--- src/rtl/fir_pkg.sv ---
// fir_pkg: shared state encoding and default widths for the FIR stream transmitter.
package fir_pkg;
    typedef enum logic [1:0] {IDLE, RUN, DONE} fir_tx_state_e;
    localparam int FIR_DATA_W = 32;
    localparam int FIR_LEN_W  = 32;
endpackage

--- src/rtl/fir_tx_fifo.sv ---
// fir_tx_fifo: small synchronous FIFO buffering core results ahead of the AXIS port.
module fir_tx_fifo #(
    parameter int pDATA_WIDTH = 32,
    parameter int FIFO_DEPTH  = 2
) (
    input  logic                             clk_i,
    input  logic                             rst_ni,
    input  logic                             push_i,
    input  logic [pDATA_WIDTH-1:0]           din_i,
    output logic                             full_o,
    input  logic                             pop_i,
    output logic [pDATA_WIDTH-1:0]           dout_o,
    output logic                             empty_o,
    output logic [$clog2(FIFO_DEPTH):0]      count_o
);
    localparam int AW = $clog2(FIFO_DEPTH);
    logic [pDATA_WIDTH-1:0] mem_q [FIFO_DEPTH];
    logic [AW-1:0] wr_q, wr_d, rd_q, rd_d;
    logic [AW:0]   cnt_q, cnt_d;
    logic          push_ok, pop_ok;
    assign full_o  = cnt_q == (AW+1)'(FIFO_DEPTH);
    assign empty_o = cnt_q == '0;
    assign count_o = cnt_q;
    assign dout_o  = mem_q[rd_q];
    assign push_ok = push_i && !full_o;
    assign pop_ok  = pop_i && !empty_o;
    always_comb begin
        wr_d  = wr_q + AW'(push_ok);
        rd_d  = rd_q + AW'(pop_ok);
        cnt_d = cnt_q + (AW+1)'(push_ok) - (AW+1)'(pop_ok);
    end
    // Storage is not reset; only pointers and occupancy define valid contents.
    always_ff @(posedge clk_i) begin
        if (push_ok) mem_q[wr_q] <= din_i;
    end
    always_ff @(posedge clk_i or negedge rst_ni) begin
        if (!rst_ni) begin
            wr_q  <= '0;
            rd_q  <= '0;
            cnt_q <= '0;
        end else begin
            wr_q  <= wr_d;
            rd_q  <= rd_d;
            cnt_q <= cnt_d;
        end
    end
endmodule

--- src/rtl/fir_stream_out_tx.sv ---
// fir_stream_out_tx: AXI-Stream master that buffers FIR results and frames them
// into a run of in_data_length beats with tlast and a done pulse.
module fir_stream_out_tx
    import fir_pkg::*;
#(
    parameter int pDATA_WIDTH = FIR_DATA_W,
    parameter int LEN_WIDTH   = FIR_LEN_W,
    parameter int FIFO_DEPTH  = 2
) (
    input  logic                   axis_clk,
    input  logic                   axis_rst_n,
    input  logic                   in_ap_start,
    input  logic [LEN_WIDTH-1:0]   in_data_length,
    input  logic                   in_core_y_valid,
    input  logic [pDATA_WIDTH-1:0] in_core_y,
    output logic                   out_core_y_ready,
    output logic                   sm_tvalid,
    output logic [pDATA_WIDTH-1:0] sm_tdata,
    output logic                   sm_tlast,
    input  logic                   sm_tready,
    output logic                   out_ap_done,
    output logic                   out_tx_busy
);
    fir_tx_state_e state_q, state_d;
    logic [LEN_WIDTH-1:0] len_q, len_d, acc_cnt_q, acc_cnt_d, tx_cnt_q, tx_cnt_d;
    logic [pDATA_WIDTH-1:0] fifo_dout;
    logic [$clog2(FIFO_DEPTH):0] fifo_count;
    logic fifo_full, fifo_empty, push, pop;
    fir_tx_fifo #(.pDATA_WIDTH(pDATA_WIDTH), .FIFO_DEPTH(FIFO_DEPTH)) u_fifo (
        .clk_i   (axis_clk),
        .rst_ni  (axis_rst_n),
        .push_i  (push),
        .din_i   (in_core_y),
        .full_o  (fifo_full),
        .pop_i   (pop),
        .dout_o  (fifo_dout),
        .empty_o (fifo_empty),
        .count_o (fifo_count)
    );
    // Ready depends only on registered state, so no combinational path from the core.
    assign out_core_y_ready = (state_q == RUN) && !fifo_full && (acc_cnt_q < len_q);
    assign sm_tvalid   = fifo_count != '0;
    assign sm_tdata    = fifo_empty ? '0 : fifo_dout;
    assign sm_tlast    = sm_tvalid && (tx_cnt_q == len_q - LEN_WIDTH'(1));
    assign push        = in_core_y_valid && out_core_y_ready;
    assign pop         = sm_tvalid && sm_tready;
    assign out_ap_done = state_q == DONE;
    assign out_tx_busy = state_q != IDLE;
    always_comb begin
        state_d   = state_q;
        len_d     = len_q;
        acc_cnt_d = acc_cnt_q + LEN_WIDTH'(push);
        tx_cnt_d  = tx_cnt_q + LEN_WIDTH'(pop);
        unique case (state_q)
            IDLE: if (in_ap_start) begin
                len_d     = in_data_length;
                acc_cnt_d = '0;
                tx_cnt_d  = '0;
                state_d   = (in_data_length == '0) ? DONE : RUN;
            end
            RUN:  state_d = (pop && sm_tlast) ? DONE : RUN;
            DONE: state_d = IDLE;
            default: state_d = IDLE;
        endcase
    end
    always_ff @(posedge axis_clk or negedge axis_rst_n) begin
        if (!axis_rst_n) begin
            state_q   <= IDLE;
            len_q     <= '0;
            acc_cnt_q <= '0;
            tx_cnt_q  <= '0;
        end else begin
            state_q   <= state_d;
            len_q     <= len_d;
            acc_cnt_q <= acc_cnt_d;
            tx_cnt_q  <= tx_cnt_d;
        end
    end
endmodule

--- config.mk ---
export PLATFORM = sky130hd
export DESIGN_NAME = fir_stream_out_tx
export DESIGN_NICKNAME = d
export VERILOG_FILES = /design/src/rtl/fir_pkg.sv /design/src/rtl/fir_tx_fifo.sv /design/src/rtl/fir_stream_out_tx.sv
export SDC_FILE = /design/constraint.sdc
export NUM_CORES = 1
export LEC_CHECK = 0
export CORE_ASPECT_RATIO = 1.4
export CORE_MARGIN = 1.5
export CORE_UTILIZATION = 40
export DETAILED_ROUTE_END_ITERATION = 7
export PLACE_DENSITY = 0.58
export SETUP_SLACK_MARGIN = 0.2
export SYNTH_ARGS = -nofsm -noshare
export SYNTH_HDL_FRONTEND = slang
export SYNTH_SLANG_ARGS = --single-unit
--- constraint.sdc ---
create_clock -name axis_clk -period 4.95 [get_ports axis_clk]
set_clock_uncertainty 0.1 [all_clocks]
set_input_delay 0.99 -clock axis_clk [delete_from_list [all_inputs] [get_ports axis_clk]]
set_output_delay 0.99 -clock axis_clk [all_outputs]
set_load 0.05 [all_outputs]
==> results by group <==
Detailed routing
  • Antenna Nets Post-Route: 0
  • DRT Pass-1 Iters: 4
  • WL final: around 20000 um
  • Vias: ~6500
  • DRC violation count after routing: 0
  • Avg WL per Cell: around 16 um
  • Iteration-0 DRC Markers: 268
  • Via density: between 5 and 6

Final layout
  • Layout cells sized above 1: 6.524%
  • Number of diodes: 0
  • Post-layout util: ~50%
  • Area Growth Syn to Fin: 23.26%
  • # nets final: 1077
  • Fill cells: 2017
  • Final cell count without fillers: roughly 1300

Floorplanning
  • Die Ht: 178.5 um
  • Starting density of the core: 40.55%
  • Cell Rows: 64
  • Die Area: roughly 0.023 mm^2
  • Top Ports: between 100 and 150
  • CORE AREA: between 0.02 and 0.025 mm^2
  • Chip width: 128.4 um

STA
  • Fin. Hold Viols: 0
  • Slew Limit Fails: 0
  • Actual slew at the worst max-slew pin: 1.019 ns
  • Slew HR: 31.90%
  • Period utilization: approximately 90%
  • Fmax: 0.2205 GHz
  • RSZ-0062 raised after global routing: false
  • Crit path time final: 4.536 ns
  • Setup violators final: 0
  • Sum of negative setup slack: 0 ns

GRT
  • Global-route met3 utilization: 3.509%
  • Met1 usage: 21.94%
  • Global Route Usage Sum: a little under a fifth
  • Met2 Track Usage GR: 33.29%
  • GR peak layer: met2
  • Vias in the first global route: 6514
  • First-pass GRT wire length: 32690 um
  • Initial antenna violation count: 0
  • Grt ovf: 0
  • Largest net degree at the start of global routing: 72

Clock tree
  • CTS H-tree depth: 4
  • CTS buffer count: 17
  • Maximum clock insertion buffer count: 2
  • Total clock sinks: 166
  • Worst-Skew Late Latency: 0.43 ns
  • CTS tree: done
  • Clock Pin Slew Worst Setup and Hold Paths: 0.06 ns
  • Root Buffer: clkbuf_16

Hold path
  • Hold Crit Depth: 2
  • HP Start: acc_cnt_q[31]$_DFF_PN0_
  • WHS Endpoint: acc_cnt_q[31]$_DFF_PN0_
  • Hold Path Class: reg -> reg

Critical path
  • Crit path kind: reg -> out
  • R2r setup slk: roughly 0.57 ns
  • Crit path DAT: 3.45 ns
  • CP max FO: 5
  • Startpoint Class: register
  • Crit path capture type: primary output
  • Reg-to-Reg End: acc_cnt_q[26]$_DFF_PN0_
  • Worst r2r src: len_q[25]$_DFFE_PN0P_
  • R2r worst-path depth: 20
  • CP required: between 3 and 4 ns

Synthesis
  • Sequential-to-total area share from yosys stat: 50.85%
  • Asr flop ratio synth: a little over 60%
  • EDFF count, synth: 64
  • Cells after synthesis: 860
  • Synth Cell Area: 0.008800 mm^2
  • Post-synth cell types: 55
  • Syn avg cell area: 10.23 um^2
  • Main synth FF type: dfrtp_1
  • YS warnings: 0
  • Synthesized Nets: 969
  • Synthesized flop and latch total: 166

Place
  • IO buf count: between 100 and 150
  • DP HPWL: roughly 15000 um
  • Dpl cells: between 1000 and 1500
  • Gpl congestion: ~0.8

Flow run
  • # Max-Cap Violations: 0

Power
  • Leak Pwr: 4.545 nW
  • Power per cell area: approximately 500 mW/mm^2
  • VDD IR-drop max: 0.2742 mV

Outcome
  • Status: finished, final reports clean
-- where the power goes --
group | internal [W] | switching [W]
logic | 0.000800 | 0.00131
registers | 0.00171 | 0.000267
clock network | 0.000821 | 0.000547
-- layout by cell type, fill, tap and decap left out, types with 14 or more instances in the layout --
| cell | Yosys | layout |
|---|---|---|
| nor3_1 | 20 | 20 |
| a21o_1 | 14 | 14 |
| xnor2_1 | 42 | 42 |
| nand2_1 | 68 | 68 |
| ha_1 | 40 | 40 |
| nand4_1 | 27 | 27 |
| mux2i_1 | 38 | 38 |
| edfxtp_1 | 64 | 64 |
| nand3_1 | 32 | 30 |
| a21oi_1 | 18 | 18 |
| nor2_1 | 114 | 111 |
| and3_1 | 15 | 15 |
| inv_1 | 42 | 42 |
| o21ai_1 | 14 | 14 |
| clkdlybuf4s50_1 | 0 | 103 |
| buf_4 | 0 | 17 |
| dfrtp_1 | 102 | 101 |
| nor4_1 | 14 | 14 |
| clkbuf_16 | 0 | 18 |
| xor2_1 | 46 | 46 |
| o21ai_0 | 35 | 35 |
-- metrics by stage --
stage          setup WS, ns  area [um^2]  hold slack (ns)  total power, W
2_1_floorplan         1.026         8800           0.4085        0.003411
3_3_place_gp         0.4156        10210           0.4279        0.004105
3_5_place_dp         0.3280        10210           0.4524        0.004130
4_1_cts              0.2842        10820           0.4713        0.005518
5_1_grt              0.2067        10850           0.5102        0.005769
6_report             0.4141        10850           0.4676        0.005449
-- cells in the mapped netlist, drive strengths merged (18+ instances only) --
| cell type | n | area [um^2] |
|---|---|---|
| nand2 | 68 | 255.2 |
| a21oi | 18 | 90.09 |
| clkbuf | 27 | 101.4 |
| xor2 | 46 | 402.9 |
| nand4 | 27 | 168.9 |
| mux2i | 38 | 380.4 |
| ha | 40 | 500.5 |
| edfxtp | 64 | 1922 |
| nand3 | 32 | 160.2 |
| nor3 | 21 | 110.1 |
| xnor2 | 43 | 384.1 |
| nor2 | 115 | 439.2 |
| inv | 43 | 161.4 |
| o21ai | 49 | 245.2 |
| dfrtp | 102 | 2552 |
-- worst max path at each step --
stage	cells after the start	slack (ns)	start	endpoint
final	11	0.41	len_q[25]$_DFFE_PN0P_	out_core_y_ready
after global routing	20	0.21	len_q[24]$_DFFE_PN0P_	acc_cnt_q[26]$_DFF_PN0_
after CTS	20	0.28	len_q[25]$_DFFE_PN0P_	acc_cnt_q[26]$_DFF_PN0_
after detailed placement	20	0.33	len_q[25]$_DFFE_PN0P_	acc_cnt_q[26]$_DFF_PN0_
after global placement	20	0.42	len_q[25]$_DFFE_PN0P_	acc_cnt_q[26]$_DFF_PN0_
after floorplan	19	1.03	len_q[25]$_DFFE_PN0P_	acc_cnt_q[26]$_DFF_PN0_
-- worst max-delay path: stages (launching register included) --
cell and delay [ns]:
dfrtp_1 0.41, inv_1 0.09, ha_1 0.32, a21o_1 0.16, a21o_1 0.17, a21o_1 0.17
a21o_1 0.18, a211oi_2 0.23, o22ai_1 0.13, a31o_1 0.22, nor2_1 0.12, clkdlybuf4s50_1 0.81
-- state kept, by name, indices dropped and copies added (netlist names) --
name	cells
acc_cnt_q	32
u_fifo.wr_q	1
u_fifo.mem_q	64
tx_cnt_q	32
len_q	32
u_fifo.rd_q	1
u_fifo.count_o	2
state_q	2
-- cell type report --
cell class / count / area [um^2] / area share [%]
tap: 297 / 371.6 / 3.426
inverter: 43 / 161.4 / 1.488
timing repair buffer: 120 / 1159 / 10.68
clock buffer: 20 / 457.9 / 4.222
multi-input combinational: 620 / 4071 / 37.54
sequential: 166 / 4476 / 41.26
clock inverter: 12 / 150.1 / 1.384
-- logic make-up (layout without fill, tap and decap cells) --
logic type | after synthesis | in the layout | synth area share (%)
xor+xnor | 89 | 89 | 8.944
flops | 166 | 166 | 50.85
compound gates | 111 | 111 | 7.934
mux | 38 | 38 | 4.322
simple gates | 342 | 342 | 19.00
buf+inv | 74 | 195 | 3.270
fa+ha+maj | 40 | 40 | 5.687
-- repair_timing --
item,CTS,global route
gates resized for setup,0,6
hold buffers,0,0
buffers inserted,0,1
setup endpoints to repair,0,5
-- routing by layer --
metal | vias up | share of wire [%] | wire length, um
li1 | 3252 | - | -
met1 | 3112 | 43 | 8848
met2 | 141 | 50 | 10230
met3 | 27 | 3.8 | 772
met4 | 0 | 2.9 | 597
met5 | - | 0 | 0
(Power assumes the default switching activity.)
